$ cat config.mk
export PLATFORM = sky130hd
export DESIGN_NAME = mem_access_ctrl
export DESIGN_NICKNAME = d
export VERILOG_FILES = /design/src/rtl/mem_access_ctrl.sv
export SDC_FILE = /design/constraint.sdc
export NUM_CORES = 1
export LEC_CHECK = 0
export CELL_PAD_IN_SITES_DETAIL_PLACEMENT = 0
export CELL_PAD_IN_SITES_GLOBAL_PLACEMENT = 1
export CORE_MARGIN = 5
export CORE_UTILIZATION = 30
export DETAILED_ROUTE_END_ITERATION = 10
export PLACE_DENSITY = 0.83
export SYNTH_ARGS = -nofsm -noshare
export SYNTH_HDL_FRONTEND = slang
export SYNTH_SLANG_ARGS = --single-unit
$ cat constraint.sdc
create_clock -name clk -period 4.05 [get_ports clk]
set_input_delay 0.81 -clock clk [delete_from_list [all_inputs] [get_ports clk]]
set_output_delay 0.81 -clock clk [all_outputs]
set_load 0.005 [all_outputs]
$ cat src/rtl/mem_access_ctrl.sv
// Memory-stage access controller placed in front of a word-indexed data memory.
// Provides byte/halfword loads with sign or zero extension, sub-word stores via a
// two-cycle read-modify-write that stalls the pipeline for one cycle, and flags
// misaligned, out-of-range, reserved-size and read+write conflicting accesses.
module mem_access_ctrl #(
    parameter int unsigned MEM_WORDS = 64
) (
    input  logic        clk,
    input  logic        rst,
    input  logic        valid,
    input  logic        MEM_R_EN,
    input  logic        MEM_W_EN,
    input  logic [1:0]  size,
    input  logic        load_unsigned,
    input  logic [31:0] ALU_result,
    input  logic [31:0] ST_val,
    input  logic [31:0] dm_rdata,
    output logic [31:0] dm_addr,
    output logic [31:0] dm_wdata,
    output logic        dm_w_en,
    output logic        dm_r_en,
    output logic [31:0] load_data,
    output logic        stall,
    output logic        mem_fault,
    output logic [31:0] fault_addr
);

    localparam logic [31:0] ADDR_LIMIT = 32'(4 * MEM_WORDS);

    localparam logic [1:0] SIZE_BYTE = 2'b00;
    localparam logic [1:0] SIZE_HALF = 2'b01;
    localparam logic [1:0] SIZE_WORD = 2'b10;
    localparam logic [1:0] SIZE_RSVD = 2'b11;

    typedef enum logic [0:0] {
        StIdle,
        StMerge
    } state_e;

    state_e      state_q;
    logic [31:0] merge_q;

    logic        active;
    logic        misaligned;
    logic        fault_cond;
    logic        in_idle;
    logic        do_fault;
    logic        do_load;
    logic        do_wstore;
    logic        do_sstore;
    logic [4:0]  byte_sh;
    logic [7:0]  byte_lane;
    logic [15:0] half_lane;
    logic [31:0] ext_data;
    logic [31:0] merged;

    // Access classification; faults are only meaningful while idle.
    always_comb begin
        active     = valid & (MEM_R_EN | MEM_W_EN);
        misaligned = ((size == SIZE_HALF) & ALU_result[0]) |
                     ((size == SIZE_WORD) & (ALU_result[1:0] != 2'b00));
        fault_cond = active & (misaligned | (size == SIZE_RSVD) |
                     (ALU_result >= ADDR_LIMIT) | (MEM_R_EN & MEM_W_EN));
        in_idle    = (state_q == StIdle);
        do_fault   = in_idle & fault_cond;
        do_load    = in_idle & active & ~fault_cond & MEM_R_EN;
        do_wstore  = in_idle & active & ~fault_cond & MEM_W_EN & (size == SIZE_WORD);
        do_sstore  = in_idle & active & ~fault_cond & MEM_W_EN & (size != SIZE_WORD);
    end

    // Little-endian lane selection and load extension.
    always_comb begin
        byte_sh   = {ALU_result[1:0], 3'b000};
        byte_lane = dm_rdata[byte_sh +: 8];
        half_lane = ALU_result[1] ? dm_rdata[31:16] : dm_rdata[15:0];
        ext_data  = dm_rdata;
        unique case (size)
            SIZE_BYTE: ext_data = load_unsigned ? {24'b0, byte_lane}
                                                : {{24{byte_lane[7]}}, byte_lane};
            SIZE_HALF: ext_data = load_unsigned ? {16'b0, half_lane}
                                                : {{16{half_lane[15]}}, half_lane};
            default:   ext_data = dm_rdata;
        endcase
    end

    // Read word with the target store lane replaced, captured for the merge write.
    always_comb begin
        merged = dm_rdata;
        if (size == SIZE_BYTE) begin
            merged[byte_sh +: 8] = ST_val[7:0];
        end else if (ALU_result[1]) begin
            merged[31:16] = ST_val[15:0];
        end else begin
            merged[15:0] = ST_val[15:0];
        end
    end

    // Memory-side and pipeline-side outputs; reset masks every enable.
    always_comb begin
        dm_addr   = ALU_result >> 2;
        dm_wdata  = (state_q == StMerge) ? merge_q : ST_val;
        dm_r_en   = ~rst & (do_load | do_sstore);
        dm_w_en   = ~rst & (do_wstore | (state_q == StMerge));
        stall     = ~rst & do_sstore;
        mem_fault = ~rst & do_fault;
        load_data = do_load ? ext_data : 32'b0;
    end

    // IDLE/MERGE sequencing, merge buffer and fault address capture.
    always_ff @(posedge clk) begin
        if (rst) begin
            state_q    <= StIdle;
            merge_q    <= 32'b0;
            fault_addr <= 32'b0;
        end else begin
            if (state_q == StIdle) begin
                if (do_sstore) begin
                    merge_q <= merged;
                    state_q <= StMerge;
                end
            end else begin
                state_q <= StIdle;
            end
            if (do_fault) begin
                fault_addr <= ALU_result;
            end
        end
    end

endmodule
======== Word level (Yosys, flattened, before mapping) ========
Cells that the tools add are included.
cells by class
  $add $sub $neg .......................... 1
  order comparisons ....................... 1
  equality and inequality tests ........... 4
  shift operators ......................... 3
  muxes and demuxes ....................... 11
  bitwise gates (word level) .............. 26
  reduce and logical (&&, ||, !) cells .... 4
operators by type and width
  cell                                                                 count
  2-to-1 mux 32 bit                                                    5
  one-hot mux 32 bit (2 select lines)                                  1
  2-to-1 mux 16 bit                                                    3
  bitwise mux 32 bit                                                   1
  greater-or-equal comparator 32 x 9 -> 1 bit (second input constant)  1
  variable shift 8 x 7 -> 32 bit (first input constant)                1
  indexed part select 32 x 6 -> 8 bit                                  1
  indexed part select 8 x 7 -> 32 bit                                  1
  AND 1 bit                                                            16
  negator 5 -> 7 bit                                                   1
  bitwise OR 1 bit                                                     7
  == test 2 bit (second input constant)                                2
  NOT 1 bit                                                            3
  == test 2 x 1 -> 1 bit (second input constant)                       1
  zero test 2 bit                                                      1
  != test 2 bit (second input constant)                                1
  AND reduction 2 bit                                                  1
  nonzero test 2 bit                                                   1
  OR reduction 2 bit                                                   1
  2-to-1 mux 1 bit                                                     1
storage, ports and cells
  flip-flop bits (word level) ............. 65
  output and inout bits ................... 132
  logic and storage cells ................. 53

======== Depth between registers and ports, before layout ========
Gate-level depths: netlist of the first run.
  depth after elaboration ................. 13
  depth in mapped cells ................... 10
  mapped depth without buffers ............ 7

======== Least setup slack after synthesis of the first run ========
No wires, ideal clock.
  path type ............................... input -> output
  from .................................... input port ALU_result[1]
  to ...................................... output port dm_w_en
  data arrival time ....................... 2.704 ns
  data required time ...................... 3.240 ns
  setup slack ............................. 0.536 ns
  stages on the path ...................... 9
  path buffers ............................ 2
  cells stage by stage .................... buf_2 -> inv_1 -> ha_1 -> inv_1 -> a221o_1 -> or4_4 -> buf_6 -> nor3_1 -> o21ba_2
on the way
  cells in the longest elaborated chain, start to end .. 13
  elaborated cells on any way between the ends .. 14
  classes of those cells .................. order compare: 1; bitwise: 12; reduce/logical: 1
ends and longest elaborated chain
  item                                                                                 line  RTL
  from (decl)                                                                          15    input logic [31:0] ALU_result,
  branches (longest 4 deep; another with greater-or-equal comparator 32 x 9 -> 1 bit)  --
  bitwise OR 1 bit *                                                                   62    fault_cond = active & (misaligned | (size == SIZE_RSVD) |
  bitwise OR 1 bit *                                                                   63    (ALU_result >= ADDR_LIMIT) | (MEM_R_EN & MEM_W_EN));
  AND 1 bit *                                                                          62
  NOT 1 bit *                                                                          67    do_wstore = in_idle & active & ~fault_cond & MEM_W_EN & (size == SIZE_WORD);
  AND 1 bit * (3 in a row)                                                             67
  bitwise OR 1 bit *                                                                   103   dm_w_en = ~rst & (do_wstore | (state_q == StMerge));
  AND 1 bit *                                                                          103
  to (decl)                                                                            20    output logic dm_w_en,
Mark *: on every way between the ends.

======== Worst setup path in the final report of the first run ========
  from .................................... input port ALU_result[17]
  to ...................................... output port load_data[23]
on the way
  cells in the longest elaborated chain, start to end .. 8
ends and longest elaborated chain
  item                                         line  RTL
  greater-or-equal comparator 32 x 9 -> 1 bit  63
  bitwise OR 1 bit                             62
  bitwise OR 1 bit                             63
  AND 1 bit                                    62
  NOT 1 bit                                    66    do_load = in_idle & active & ~fault_cond & MEM_R_EN;
  AND 1 bit (2 in a row)                       66
  2-to-1 mux 32 bit                            106   load_data = do_load ? ext_data : 32'b0;
  to (decl)                                    22    output logic [31:0] load_data,
No other way between the ends.

==> results.yml, run 1 <==
run_status:
  status: "finished, final reports clean"
route:
  vias: 5417
  drt-initial-drc-count: 493
  wl_per_cell_um: 19.72
  drc: 0
  avgViaCountPerCell: 5.311
  wirelength_um: 20120
  ant_nets: 0
  dr.pass1.iters: 5
cells_and_area:
  antennaDiodeCount: 0
  final_area_sq_mm: 0.008118
  area_growth_pct: 63.02
  stdcell_count: 1020
  mostFrequentLayoutCell: "clkdlybuf4s50_1"
  final_nets: 903
  fin_util_pct: 49.48
  drive_gt1_share_pct: 21.63
  layout_common_cells: "clkdlybuf4s50_1 (190), dfxtp_1 (65), nand2b_1 (62)"
power_and_ir_drop:
  powerDensity_mw_per_mm2: 243.6
  switchingPower_w: 0.0005504
  p_clk_share_pct: 39.4
  internal-power_w: 0.001427
  p_leak_nw: 3.422
  vdd_drop_max_mv: 0.1420
  combPwrFrac_pct: 26.7
  seq_power_share_pct: 33.9
  p_sw_share_pct: 27.83
synth:
  yosysWarnings: 0
  synthAdderAreaFrac_pct: 1.005
  yosys.area_share.simple_pct: 13.74
  synthMuxAreaShare_pct: 17.74
  synth_xor_area_share_pct: 0
  synthCells: 559
  ys_types: 50
  syn_avg_cell_area_sq_um: 8.908
  synth_compound_area_share_pct: 29.75
  yosysTopAreaCellShare_pct: 26.13
  synth_area_leaders: "dfxtp_1 (26%), mux2i_1 (10%), nand2b_1 (7.8%), mux2_2 (7.2%), buf_4 (5.3%)"
  synth_top_cell_by_area: "dfxtp_1"
  ys_async_sr_fraction_pct: 0
  synth-seq-cells: 65
  synth_top_family_by_area: "compound AO/OA/AOI/OAI gates"
  synth_flop_cell: "dfxtp_1"
  synth_edf_count: 0
  synthesis.area_sq_mm: 0.004980
  seq_area_frac_synth_pct: 26.13
placed_design:
  post_dp_cell_area_sq_mm: 0.007552
  dp_cells: 987
  port_buffers: 233
  dp_hpwl_um: 14770
  gp_congestion: 0.9090
  dp_slack_ns: -0.5859
hold_path:
  hold_class: "register to register"
  hold_path_depth: 2
  hp-start: "fault_addr[28]$_SDFFE_PP0P_"
  min_delay_worst_endpoint: "fault_addr[28]$_SDFFE_PP0P_"
timing:
  post-route-period-util_pct: 97.95
  rsz0062_at_grt: "yes"
  finClkSkew_ns: 0.003481
  fin_ws_ns: 0.08315
  slew_headroom_pct: 41.32
  setup-violations-final: 0
  tightest_slew_ns: 0.8709
  final_max_slew_viol_count: 0
  period_needed_ns: 3.967
  hold_viol: 0
  max_freq_mhz: 252.1
grt:
  grt_max_degree: 79
  grt-ovfl-total: 0
  grt_pass1_vias: 5562
  grt_pass1_wl_um: 30820
  gr-usage-all-layers_pct: 19.65
  antenna_found_initial: 0
clock_tree:
  clk-insertion-delay-late_ns: 0.33
  htree_levels: 3
  numCtsBuffers: 9
  cts_tree: "built"
  clk_pin_slew_ns: 0.06
  cts_sinks: 65
  root_buffer: "clkbuf_16"
  holdBufCountCts: 0
  cts_buffer_depth: 2
critical_path:
  worst-setup-path-type: "input port to primary output"
  cp_max_fo: 6
  r2r-start: "state_q$_SDFF_PP0_"
  reg2reg_slack_ns: 1.94
  r2r_cells: 7
  rr_endpoint: "fault_addr[8]$_SDFFE_PP0P_"
  cp_data_arrival_time_ns: 3.16
  critPathLaunchType: "input port"
  end_kind: "primary output"
  critPathRequiredTime_ns: 3.24
die:
  dieArea_sq_mm: 0.01928
  fp-row-count: 47
  die_w_um: 138.8
  core_area_sq_mm: 0.01641
  fp.dieH_um: 138.8
  io_pins: 236
  start_util_pct: 30.35
run:
  max_cap_viol_count: 0
[power by group through the flow]
stage               logic, W  registers [W]  clock network [W]
global route        0.000565       0.000673           0.000829
CTS                 0.000526       0.000670           0.000802
floorplan           0.000216       0.000685                  0
global placement    0.000507       0.000683                  0
finish              0.000528       0.000670           0.000779
detailed placement  0.000514       0.000684                  0
[synthesized netlist by cell type (7+ instances only)]
cell and n:
inv_1 28, nand2b_1 62, a32oi_1 8, a21boi_0 16, mux2_2 32, buf_4 35, a221oi_1 22, o21ba_1 15
nor2_1 9, clkbuf_1 32, o21ai_0 12, mux2i_1 50, o22ai_1 7, nand2_1 22, dfxtp_1 65, buf_2 10
a2111oi_2 14, a21oi_1 35, a22oi_1 8, a311oi_1 16
[cell type report]
| cell class | count | area [sq um] |
|---|---|---|
| well taps | 220 | 275.3 |
| inverters | 30 | 112.6 |
| clock buffers | 10 | 229.0 |
| flip-flops and latches | 65 | 1301 |
| clock inverters | 6 | 67.56 |
| fillers | 1516 | 8289 |
| repair buffers | 303 | 2888 |
| multi-input cells | 386 | 3244 |
[worst max path at each step]
stage | start | end | slack, ns | depth (start not counted)
4_1_cts | ALU_result[13] | load_data[0] | 0.02 | 9
3_3_place_gp | ALU_result[12] | load_data[22] | -0.48 | 8
3_5_place_dp | ALU_result[13] | load_data[27] | -0.59 | 8
5_1_grt | ALU_result[17] | load_data[26] | -0.006 | 11
2_1_floorplan | ALU_result[1] | dm_w_en | 0.54 | 9
6_report | ALU_result[17] | load_data[23] | 0.08 | 10
[routing by layer]
layer	routed length (um)	vias up	track usage, %	part of all wire [%]
met3	1768	31	5.690	8.8
met4	502	0	7.158	2.5
met2	9353	272	32.19	46
li1	-	2533	-	-
met5	0	-	0	0
met1	8491	2581	24.61	42
[sequential cells by signal, indices dropped and copies added, names as in the netlist]
signal / cells
fault_addr: 32
merge_q: 32
state_q: 1
[worst max-delay path, stage by stage]
cell and delay (ns):
dlygate4sd2_1 0.25, or4_4 0.55, a221o_1 0.32, nor4_4 0.24, buf_6 0.18, buf_6 0.13
o2111ai_4 0.14, buf_6 0.17, a21oi_1 0.10, dlygate4sd2_1 0.24
[stage by stage]
step | total power [W] | setup TNS, ns | hold slack (ns)
6_report | 0.001978 | 0 | 0.4701
5_1_grt | 0.002067 | -0.01920 | 0.5016
4_1_cts | 0.001998 | 0 | 0.4752
3_5_place_dp | 0.001198 | -16.18 | 0.4664
3_3_place_gp | 0.001190 | -14.09 | 0.4578
2_1_floorplan | 0.0009014 | 0 | 0.4650
[kinds of logic after synthesis]
group                    count (synthesis)
buffers and inverters                  111
adder cells (fa/ha/maj)                  4
flip-flops                              65
AO/OA/AOI/OAI                          176
multiplexers                            83
other                                    1
AND/OR/NAND/NOR                        119
[repair_timing]
item,4_1_cts,5_1_grt
resized for setup,69,22
setup endpoints to repair,36,16
buffers inserted,8,5
pin swaps,6,3
endpoints found under the hold margin,0,0
gates cloned,3,1
No activity file was read; power rests on OpenSTA's default activity.
==> inputs of run 2 (changes only) <==
==> constraint.sdc (replaced) <==
create_clock -name clk -period 4.05 [get_ports clk]
set_input_delay 1.0125 -clock clk [delete_from_list [all_inputs] [get_ports clk]]
set_output_delay 1.0125 -clock clk [all_outputs]
set_load 0.005 [all_outputs]
==> run 2 against run 1 <==
Compared with the run above: the run now ends with negative setup slack left; count of clock-buffer cells in the layout rose by 1; critical path type unchanged; worst hold slack gained 0.0018 ns; utilization rose by 1.2 points; via count increased by 2.8%; combinational power up 3%; die area is the same; register-to-register slack improved by 0.03 ns; total power is 3.9% higher; sequential power hardly changed; final cell count is 2.6% higher; global-route usage rose by 0.65 points; wire length is 4.1% higher.
==> results.yml, run 2 (synthesis results as in run 1) <==
route:
  top_layer: "met4"
  avgViaCountPerCell: 5.319
  vias: 5569
  wl_met1_um: 8752
  ant_nets: 0
  drc: 0
  wl_met3_um: 1804
  dr.pass1.iters: 6
  wirelength_um: 20950
  wl_per_cell_um: 20.01
  drt-initial-drc-count: 393
  wl_met2_um: 9628
critical_path:
  critPathRequiredTime_ns: 3.04
  cp_slowest_cell: "or4_4"
  reg2reg_slack_ns: 1.97
  end_kind: "primary output"
  crit_top_cell: "buf_6"
  worst-path-buf-inv: 6
  cp_data_arrival_time_ns: 3.18
  crit_family: "buffers and inverters"
  path_cells: "buf_6 > or4_4 > a221o_1 > nor4_4 > buf_6 > buf_6 > o2111ai_4 > buf_12 > buf_6 > a21oi_2 > buf_2"
  cp_max_fo: 4
  critPathLaunchType: "input port"
  slowest_delay_ns: 0.54
  worst-setup-path-type: "input port to primary output"
power_and_ir_drop:
  p_leak_nw: 3.443
  powerDensity_mw_per_mm2: 247.4
  p_clk_share_pct: 40.9
  switchingPower_w: 0.0005424
  seq_power_share_pct: 32.6
  internal-power_w: 0.001513
  combPwrFrac_pct: 26.4
  p_sw_share_pct: 26.39
  vdd_drop_max_mv: 0.1637
timing:
  final_max_slew_viol_count: 0
  slew_headroom_pct: 7.775
  period_needed_ns: 4.190
  fin_tns_setup_ns: -1.058
  rsz0062_at_grt: "yes"
  fin_ws_ns: -0.1405
  tightest_slew_ns: 1.366
  post-route-period-util_pct: 103.5
  max_freq_mhz: 238.6
  finClkSkew_ns: 0.002772
  hold_viol: 0
  setup-violations-final: 18
clock_tree:
  clk_pin_slew_ns: 0.05
  root_buffer: "clkbuf_16"
  cts_tree: "built"
  numCtsBuffers: 9
  clk-insertion-delay-late_ns: 0.33
  cts_buffer_depth: 2
  cts_sinks: 65
  htree_levels: 3
  holdBufCountCts: 0
grt:
  antenna_found_initial: 0
  gr-usage-all-layers_pct: 20.31
  grt-ovfl-total: 0
  grt_pass1_vias: 5718
  grt_max_degree: 79
  grt_pass1_wl_um: 31800
cells_and_area:
  reg.largest.list: "fault_addr (32), merge_q (32), state_q (1)"
  fin_util_pct: 50.64
  area_growth_pct: 66.83
  mostFrequentLayoutCell: "clkdlybuf4s50_1"
  antennaDiodeCount: 0
  drive_gt1_share_pct: 28.78
  final_nets: 930
  layout_common_cells: "clkdlybuf4s50_1 (179), buf_4 (82), dfxtp_1 (65)"
placed_design:
  dp_hpwl_um: 15180
  gp_congestion: 0.9166
  port_buffers: 233
die:
  core_area_sq_mm: 0.01641
  fp-row-count: 47
  die_w_um: 138.8
  io_pins: 236
  fp.dieH_um: 138.8
  dieArea_sq_mm: 0.01928
  start_util_pct: 30.35
run_status:
  violations: "negative setup slack"
  status: "finished with violations"
hold_path:
  hold_class: "register to register"
run:
  max_cap_viol_count: 0
==> run 2: power by group through the flow <==
| stage | sequential, W | clock [W] | combinational, W |
|---|---|---|---|
| detailed placement | 0.000684 | 0 | 0.000526 |
| global route | 0.000673 | 0.000894 | 0.000579 |
| floorplan | 0.000685 | 0 | 0.000216 |
| CTS | 0.000671 | 0.000865 | 0.000540 |
| global placement | 0.000683 | 0 | 0.000520 |
| finish | 0.000671 | 0.000841 | 0.000543 |
==> run 2: cell type report <==
class / instances / area (sq um)
Clock buffer: 11 / 242.7
Clock inverter: 5 / 78.83
Fill cell: 1480 / 8099
Inverter: 30 / 112.6
Multi-Input combinational cell: 385 / 3277
Sequential cell: 65 / 1301
Tap cell: 220 / 275.3
Timing Repair Buffer: 331 / 3020
==> run 2: path summary, 6_finish.rpt <==
path / startpoint / depth (start not counted) / to
min reg2reg: fault_addr[16]$_SDFFE_PP0P_ / 2 / fault_addr[16]$_SDFFE_PP0P_
min: fault_addr[16]$_SDFFE_PP0P_ / 2 / fault_addr[16]$_SDFFE_PP0P_
max: ALU_result[17] / 11 / load_data[18]
max reg2reg: state_q$_SDFF_PP0_ / 8 / fault_addr[21]$_SDFFE_PP0P_
==> run 2: layer usage <==
layer / vias up / GRT usage [%]
met4: 0 / 7.364
li1: 2574 / -
met1: 2646 / 25.26
met5: - / 0
met2: 300 / 33.24
met3: 49 / 6.207
==> run 2: repair_timing <==
item | in CTS | in global routing
endpoints found under the setup margin | 36 | 36
gates resized for setup | 171 | 31
pin swaps | 14 | 7
cloned | 2 | 2
setup buffers | 16 | 10
==> run 2: worst reg2reg max path, cell delays in order (launching register included) <==
cell and delay [ns]:
dfxtp_1 0.31, buf_4 0.22, nor2b_1 0.13, buf_4 0.21, o21ai_1 0.17, buf_4 0.19
nor2_4 0.07, buf_4 0.43, mux2i_1 0.27
==> run 2: metrics by stage <==
step	instance area [sq um]	worst slack, ns	power, W	hold slack [ns]	cells
2_1_floorplan	4984	0.1313	0.0009014	0.4650	560
3_3_place_gp	7657	-0.8855	0.001203	0.4578	1001
3_5_place_dp	7657	-0.9796	0.001210	0.4655	1001
4_1_cts	8208	-0.1317	0.002076	0.4770	1035
5_1_grt	8308	-0.1871	0.002146	0.4933	1047
6_report	8308	-0.1405	0.002055	0.4719	1047
